$ cat src/rtl/aes_hex_tx_if.sv
// Load/strobe and UART-side signals of the AES result transmitter.
// The master drives the result block; the slave is the transmitter itself.
interface aes_hex_tx_if;
    logic [127:0] i_data;
    logic         i_data_valid;
    logic         tx;
    logic         o_busy;
    logic         o_done;

    modport master (
        output i_data,
        output i_data_valid,
        input  tx,
        input  o_busy,
        input  o_done
    );

    modport slave (
        input  i_data,
        input  i_data_valid,
        output tx,
        output o_busy,
        output o_done
    );
endinterface

$ cat src/rtl/aes_hex_tx.sv
// AES result transmitter: renders a 128-bit block as a header byte plus 32 uppercase
// ASCII hex digits (optionally CR LF) and sends the frame on an 8N1 UART line.
module aes_hex_tx #(
    parameter int unsigned CLKS_PER_BIT = 868,
    parameter logic [7:0]  HEADER_CHAR  = 8'h43,
    parameter bit          APPEND_CRLF  = 1'b1
) (
    input  logic         clk_i,
    input  logic         reset,
    aes_hex_tx_if.slave  bus_io
);

    localparam int unsigned FrameLen = 33 + 2 * int'(APPEND_CRLF);
    localparam logic [5:0]  LastIdx  = 6'(FrameLen - 1);
    localparam logic [15:0] CntMax   = 16'(CLKS_PER_BIT - 1);

    typedef enum logic [1:0] {
        StIdle,
        StStart,
        StData,
        StStop
    } state_e;

    state_e         state_q, state_d;
    logic [127:0]   shift_q, shift_d;
    logic [7:0]     byte_q,  byte_d;
    logic [5:0]     idx_q,   idx_d;
    logic [2:0]     bit_q,   bit_d;
    logic [15:0]    cnt_q,   cnt_d;
    logic           tx_q,    tx_d;
    logic           done_q,  done_d;

    // Uppercase ASCII for one nibble: 0-9 -> '0'-'9', A-F -> 'A'-'F'.
    function automatic logic [7:0] hex_ascii(input logic [3:0] nib);
        if (nib < 4'd10) begin
            return 8'h30 + {4'h0, nib};
        end
        return 8'h37 + {4'h0, nib};
    endfunction

    // Next-state, byte sequencing and registered tx value.
    always_comb begin
        state_d = state_q;
        shift_d = shift_q;
        byte_d  = byte_q;
        idx_d   = idx_q;
        bit_d   = bit_q;
        cnt_d   = cnt_q;
        tx_d    = tx_q;
        done_d  = 1'b0;

        unique case (state_q)
            StIdle: begin
                tx_d = 1'b1;
                if (bus_io.i_data_valid) begin
                    shift_d = bus_io.i_data;
                    byte_d  = HEADER_CHAR;
                    idx_d   = 6'd0;
                    bit_d   = 3'd0;
                    cnt_d   = 16'd0;
                    state_d = StStart;
                    tx_d    = 1'b0;
                end
            end

            StStart: begin
                if (cnt_q == CntMax) begin
                    cnt_d   = 16'd0;
                    bit_d   = 3'd0;
                    state_d = StData;
                    tx_d    = byte_q[0];
                end else begin
                    cnt_d = cnt_q + 16'd1;
                end
            end

            StData: begin
                if (cnt_q == CntMax) begin
                    cnt_d = 16'd0;
                    if (bit_q == 3'd7) begin
                        state_d = StStop;
                        tx_d    = 1'b1;
                    end else begin
                        bit_d = bit_q + 3'd1;
                        tx_d  = byte_q[bit_q + 3'd1];
                    end
                end else begin
                    cnt_d = cnt_q + 16'd1;
                end
            end

            StStop: begin
                if (cnt_q == CntMax) begin
                    cnt_d = 16'd0;
                    if (idx_q == LastIdx) begin
                        state_d = StIdle;
                        done_d  = 1'b1;
                        tx_d    = 1'b1;
                    end else begin
                        // Stop bit flows straight into the next start bit, no idle gap.
                        idx_d   = idx_q + 6'd1;
                        state_d = StStart;
                        tx_d    = 1'b0;
                        if (idx_q < 6'd32) begin
                            byte_d  = hex_ascii(shift_q[127:124]);
                            shift_d = {shift_q[123:0], 4'h0};
                        end else if (idx_q == 6'd32) begin
                            byte_d = 8'h0D;
                        end else begin
                            byte_d = 8'h0A;
                        end
                    end
                end else begin
                    cnt_d = cnt_q + 16'd1;
                end
            end

            default: begin
                state_d = StIdle;
                tx_d    = 1'b1;
            end
        endcase
    end

    // State register; reset aborts any frame and forces the line idle at once.
    always_ff @(posedge clk_i or posedge reset) begin
        if (reset) begin
            state_q <= StIdle;
            shift_q <= '0;
            byte_q  <= '0;
            idx_q   <= '0;
            bit_q   <= '0;
            cnt_q   <= '0;
            tx_q    <= 1'b1;
            done_q  <= 1'b0;
        end else begin
            state_q <= state_d;
            shift_q <= shift_d;
            byte_q  <= byte_d;
            idx_q   <= idx_d;
            bit_q   <= bit_d;
            cnt_q   <= cnt_d;
            tx_q    <= tx_d;
            done_q  <= done_d;
        end
    end

    assign bus_io.tx     = tx_q;
    assign bus_io.o_busy = (state_q != StIdle);
    assign bus_io.o_done = done_q;

endmodule
$ cat src/flat_wrapper.sv
// flat-port wrapper written by rule: the top's interface ports become plain ports
module aes_hex_tx_flat 
#(
    parameter int unsigned CLKS_PER_BIT = 868,
    parameter logic [7:0]  HEADER_CHAR  = 8'h43,
    parameter bit          APPEND_CRLF  = 1'b1
)
  (clk_i, reset, bus_io_i_data, bus_io_i_data_valid, bus_io_tx, bus_io_o_busy, bus_io_o_done);
  aes_hex_tx_if bus_io_i ();
  input  logic clk_i;
  input  logic reset;
  input wire logic [$bits(bus_io_i.i_data)-1:0] bus_io_i_data;
  input wire logic [$bits(bus_io_i.i_data_valid)-1:0] bus_io_i_data_valid;
  output wire logic [$bits(bus_io_i.tx)-1:0] bus_io_tx;
  output wire logic [$bits(bus_io_i.o_busy)-1:0] bus_io_o_busy;
  output wire logic [$bits(bus_io_i.o_done)-1:0] bus_io_o_done;
  assign bus_io_i.i_data = bus_io_i_data;
  assign bus_io_i.i_data_valid = bus_io_i_data_valid;
  assign bus_io_tx = bus_io_i.tx;
  assign bus_io_o_busy = bus_io_i.o_busy;
  assign bus_io_o_done = bus_io_i.o_done;
  aes_hex_tx #(.CLKS_PER_BIT(CLKS_PER_BIT), .HEADER_CHAR(HEADER_CHAR), .APPEND_CRLF(APPEND_CRLF)) u_core (.clk_i(clk_i), .reset(reset), .bus_io(bus_io_i));
endmodule
$ cat config.mk
export PLATFORM = sky130hd
export DESIGN_NAME = aes_hex_tx_flat
export DESIGN_NICKNAME = d
export VERILOG_FILES = /design/src/rtl/aes_hex_tx_if.sv /design/src/rtl/aes_hex_tx.sv /design/src/flat_wrapper.sv
export SDC_FILE = /design/constraint.sdc
export NUM_CORES = 1
export LEC_CHECK = 0
export BUFFER_PORTS_ARGS = -buffer_cell sky130_fd_sc_hd__buf_2
export CAP_MARGIN = 20
export CORE_ASPECT_RATIO = 2
export CORE_MARGIN = 2
export CORE_UTILIZATION = 47
export DETAILED_ROUTE_END_ITERATION = 10
export MAX_ROUTING_LAYER = met4
export PLACE_DENSITY = 0.68
export SYNTH_ARGS = -nofsm -noshare
export SYNTH_HDL_FRONTEND = slang
export SYNTH_SLANG_ARGS = --single-unit
$ cat constraint.sdc
create_clock -name clk_i -period 8.5 [get_ports clk_i]
set_input_delay 0.85 -clock clk_i [delete_from_list [all_inputs] [get_ports clk_i]]
set_output_delay 0.85 -clock clk_i [all_outputs]
set_load 0.03 [all_outputs]
==> results.json <==
{
  "outcome": "finished, final reports clean",
  "first_pass_grt_wire_length_um": 34100,
  "finalWorstSetupSlack_ns": 4.47,
  "synth-main-ff-cell": "sky130_fd_sc_hd__dfrtp_1",
  "r2r_path_start": "u_core.cnt_q[7]$_DFFE_PP0P_",
  "tritoncts": "done",
  "global_route.usage.total_pct": 23.5,
  "route.antenna.remaining_nets": 0,
  "synthCells": 815,
  "p_leak_nw": 4.09,
  "flow.area_growth_from_synthesis_pct": 16.0,
  "finalInstanceArea_um2": 9590,
  "hold_buffers": 0,
  "unique_cell_type_count_in_the_yosys_netlist": 51,
  "fin_util_pct": 55.5,
  "floorplan.initialDensity_pct": 47.8,
  "hold_path_class": "flip-flop to flip-flop",
  "final_layout_size_suffix_gt1_share_pct": 20.1,
  "final.setup.tns_ns": 0,
  "p_per_area_nw_per_um2": 405,
  "critical_path_class": "flip-flop to flip-flop",
  "fp.dieArea_um2": 18700,
  "clock_insertion_delay_worst_skew_ns": 0.43,
  "synth_sequential_area_ratio_pct": 49.7,
  "place_area_um2": 8970,
  "avg_synthesized_cell_area_um2": 10.1,
  "worst_ep_required_time_ns": 8.76,
  "clock_tree.root_cell": "sky130_fd_sc_hd__clkbuf_16",
  "regToRegEndpoint": "u_core.shift_q[93]$_DFFE_PP0P_",
  "clock_power_share_pct": 19.9,
  "comb_power_share_pct": 45.3,
  "grt.overflow.total": 0,
  "routedWlPerCell_um": 18.5,
  "critPathArrivalTime_ns": 4.29,
  "drt_pass1_iterations": 5,
  "worst_hold_path.num_cells": 2,
  "cts-resized-gates": 0,
  "first_global_vias": 6667,
  "swShare_pct": 41.3,
  "worstPathMaxFanout": 84,
  "pwr-share-seq_pct": 34.8,
  "dr.first_iter.drc_count": 345,
  "timing.max_cap.violations": 0,
  "setup-violations-final": 0,
  "hold_path_end": "u_core.bus_io.tx$_DFFE_PP1P_",
  "num_antenna_cells": 0,
  "ios": 134,
  "finalCriticalPeriod_ns": 4.03,
  "maxSlewViolCount": 0,
  "clk_transition_reported_paths_ns": 0.06,
  "place_ws_ns": 4.52,
  "peak_vdd_ir_uv": 260,
  "timing.hold.worst.start": "u_core.bus_io.tx$_DFFE_PP1P_",
  "power.switching_mw": 1.60,
  "die-width_um": 97.7,
  "number_of_warning_messages_in_the_yosys_log": 0,
  "cts_sinks": 164,
  "syn-num-nets": 958,
  "clock_tree.buffer_depth": 2,
  "dp_hpwl_um": 13700,
  "maxSlewHeadroom_pct": 28.3,
  "ys_ff_latch": 164,
  "worst_slew_pin_slew_ns": 1.07,
  "grt_start_max_net_pins": 88,
  "capturing_element_type_of_the_critical_path": "flip-flop",
  "final-hold-violation-count": 0,
  "setup.worst_path.start_class": "flip-flop",
  "post-route-period-util_pct": 47.4,
  "drt_wl_total_um": 21000,
  "gp_congestion": 0.858,
  "cts_setup_buffers": 0,
  "via_count": 6562,
  "slack_of_the_worst_reg_to_reg_path_ns": 4.47,
  "internal_power_summed_over_all_cells_mw": 2.28,
  "vias_per_instance": 5.79,
  "max_freq_mhz": 248,
  "grt_setup_unrepaired": "no",
  "synth-async-reset-ratio_pct": 100,
  "filler_cell_count": 1594,
  "drcViolationCount": 0,
  "placement_rows": 68,
  "cts_max_level": 4,
  "buffers_on_ports": 133,
  "r2r_cells": 7,
  "synthesis.area_um2": 8260,
  "synth_edf_count": 0,
  "dieHeight_um": 191,
  "grt_antenna_before_repair": 0,
  "cts_inserted_buffers": 17,
  "clock_skew_ns": 0.00928,
  "num-nets-final": 1055,
  "core_um2": 17300
}
-- area by class of cell --
cell class                      instances  area (µm²)  area share [%]
Tap cell                              210         263            2.74
Clock inverter                          9         131            1.37
Multi-Input combinational cell        572        3820            39.9
Timing Repair Buffer                  144         768            8.01
Clock buffer                           22         444            4.63
Sequential cell                       164        4110            42.8
Inverter                               13        53.8           0.561
-- logic make-up after synthesis --
kind of cell / count (synthesis) / share of synthesized area [%]
AO/OA/AOI/OAI: 326 / 21.2
flip-flops: 164 / 49.7
multiplexers: 130 / 16.0
AND/OR/NAND/NOR: 96 / 6.03
buffers and inverters: 79 / 4.42
adder cells (fa/ha/maj): 12 / 1.82
XOR/XNOR: 8 / 0.848
-- metal layers --
layer	share of wire, %	wire (µm)	track usage, %	vias up
met5	0	0	-	-
met4	2.6	554	9.72	0
met3	3.5	745	3.36	33
met2	54	11300	39.7	172
met1	40	8430	28.1	3189
li1	-	-	-	3168
-- power groups by stage --
| stage | Sequential [mW] | Clock [mW] | Combinational [mW] |
|---|---|---|---|
| floorplan | 1.29 | 0 | 1.46 |
| global placement | 1.35 | 0 | 1.73 |
| detailed placement | 1.36 | 0 | 1.76 |
| CTS | 1.35 | 0.787 | 1.76 |
| global route | 1.39 | 0.815 | 1.96 |
| finish | 1.35 | 0.771 | 1.76 |
-- how the worst max path moves through the flow --
| stage | endpoint | depth (start not counted) | start | slack, ns |
|---|---|---|---|---|
| final | u_core.shift_q[93]$_DFFE_PP0P_ | 7 | u_core.cnt_q[7]$_DFFE_PP0P_ | 4.47 |
| after global placement | u_core.shift_q[75]$_DFFE_PP0P_ | 7 | u_core.cnt_q[7]$_DFFE_PP0P_ | 4.60 |
| after global routing | u_core.shift_q[115]$_DFFE_PP0P_ | 7 | u_core.cnt_q[7]$_DFFE_PP0P_ | 4.29 |
| after floorplan | u_core.bit_q[0]$_DFFE_PP0P_ | 1 | reset | 3.22 |
| after detailed placement | u_core.shift_q[89]$_DFFE_PP0P_ | 7 | u_core.cnt_q[3]$_DFFE_PP0P_ | 4.52 |
| after CTS | u_core.shift_q[93]$_DFFE_PP0P_ | 7 | u_core.cnt_q[7]$_DFFE_PP0P_ | 4.51 |
-- synth_stat cells, types with 2 or more instances --
cell type / n / area [µm²]
sky130_fd_sc_hd__dfrtp_1: 163 / 4080
sky130_fd_sc_hd__ha_1: 12 / 150
sky130_fd_sc_hd__nand3_1: 8 / 40.0
sky130_fd_sc_hd__or3_1: 2 / 12.5
sky130_fd_sc_hd__mux2_2: 3 / 33.8
sky130_fd_sc_hd__nand4_1: 8 / 50.1
sky130_fd_sc_hd__mux2i_1: 125 / 1250
sky130_fd_sc_hd__nor2_1: 13 / 48.8
sky130_fd_sc_hd__a31oi_1: 3 / 18.8
sky130_fd_sc_hd__or2_2: 2 / 12.5
sky130_fd_sc_hd__buf_4: 2 / 15.0
sky130_fd_sc_hd__clkbuf_1: 45 / 169
sky130_fd_sc_hd__and4_1: 2 / 17.5
sky130_fd_sc_hd__buf_6: 6 / 67.6
sky130_fd_sc_hd__xnor2_1: 7 / 61.3
sky130_fd_sc_hd__and3_1: 7 / 43.8
sky130_fd_sc_hd__nor2b_1: 3 / 18.8
sky130_fd_sc_hd__a221oi_1: 3 / 26.3
sky130_fd_sc_hd__and2_1: 3 / 18.8
sky130_fd_sc_hd__nand2_1: 32 / 120
sky130_fd_sc_hd__inv_1: 13 / 48.8
sky130_fd_sc_hd__o21ai_0: 35 / 175
sky130_fd_sc_hd__or4_1: 2 / 15.0
sky130_fd_sc_hd__o41ai_1: 3 / 26.3
sky130_fd_sc_hd__buf_2: 13 / 65.1
sky130_fd_sc_hd__a22o_1: 9 / 78.8
sky130_fd_sc_hd__nand2b_1: 3 / 18.8
sky130_fd_sc_hd__nor3_1: 6 / 30.0
sky130_fd_sc_hd__a21oi_1: 257 / 1290
sky130_fd_sc_hd__o31ai_1: 4 / 30.0
-- worst max-delay path, stage by stage, from the launching register on --
cell and delay [ns]:
sky130_fd_sc_hd__dfrtp_1 0.42, sky130_fd_sc_hd__or4_4 0.57, sky130_fd_sc_hd__or4_1 0.68, sky130_fd_sc_hd__o21ai_4 0.20, sky130_fd_sc_hd__buf_4 0.45, sky130_fd_sc_hd__and2_4 0.53
sky130_fd_sc_hd__buf_4 0.76, sky130_fd_sc_hd__a21oi_1 0.16
-- layout by cell type (no fill, tap or decap), drive strengths merged, types with 9 or more instances in the layout --
cell and n:
nand2 32, a22o 9, mux2i 125, inv 13, o21ai 36, nor2 13, dfrtp 163, ha 12
a21oi 257, buf 143, clkbuf 23
-- state kept, by name, summed over array words and instances, names as in the netlist --
| name | cells |
|---|---|
| u_core.idx_q | 6 |
| u_core.bus_io.o_done | 1 |
| u_core.shift_q | 128 |
| u_core.state_q | 2 |
| u_core.cnt_q | 16 |
| u_core.bus_io.tx | 1 |
| u_core.bit_q | 3 |
| u_core.byte_q | 7 |
-- stage by stage --
step                      total power [mW]  hold WS [ns]  std cells
after floorplan                       2.75         0.465        815
after global placement                3.07         0.463       1101
after detailed placement              3.11         0.472       1101
after CTS                             3.90         0.482       1132
after global routing                  4.17         0.518       1134
final                                 3.88         0.476       1134
No activity file was read; power rests on OpenSTA's default activity.
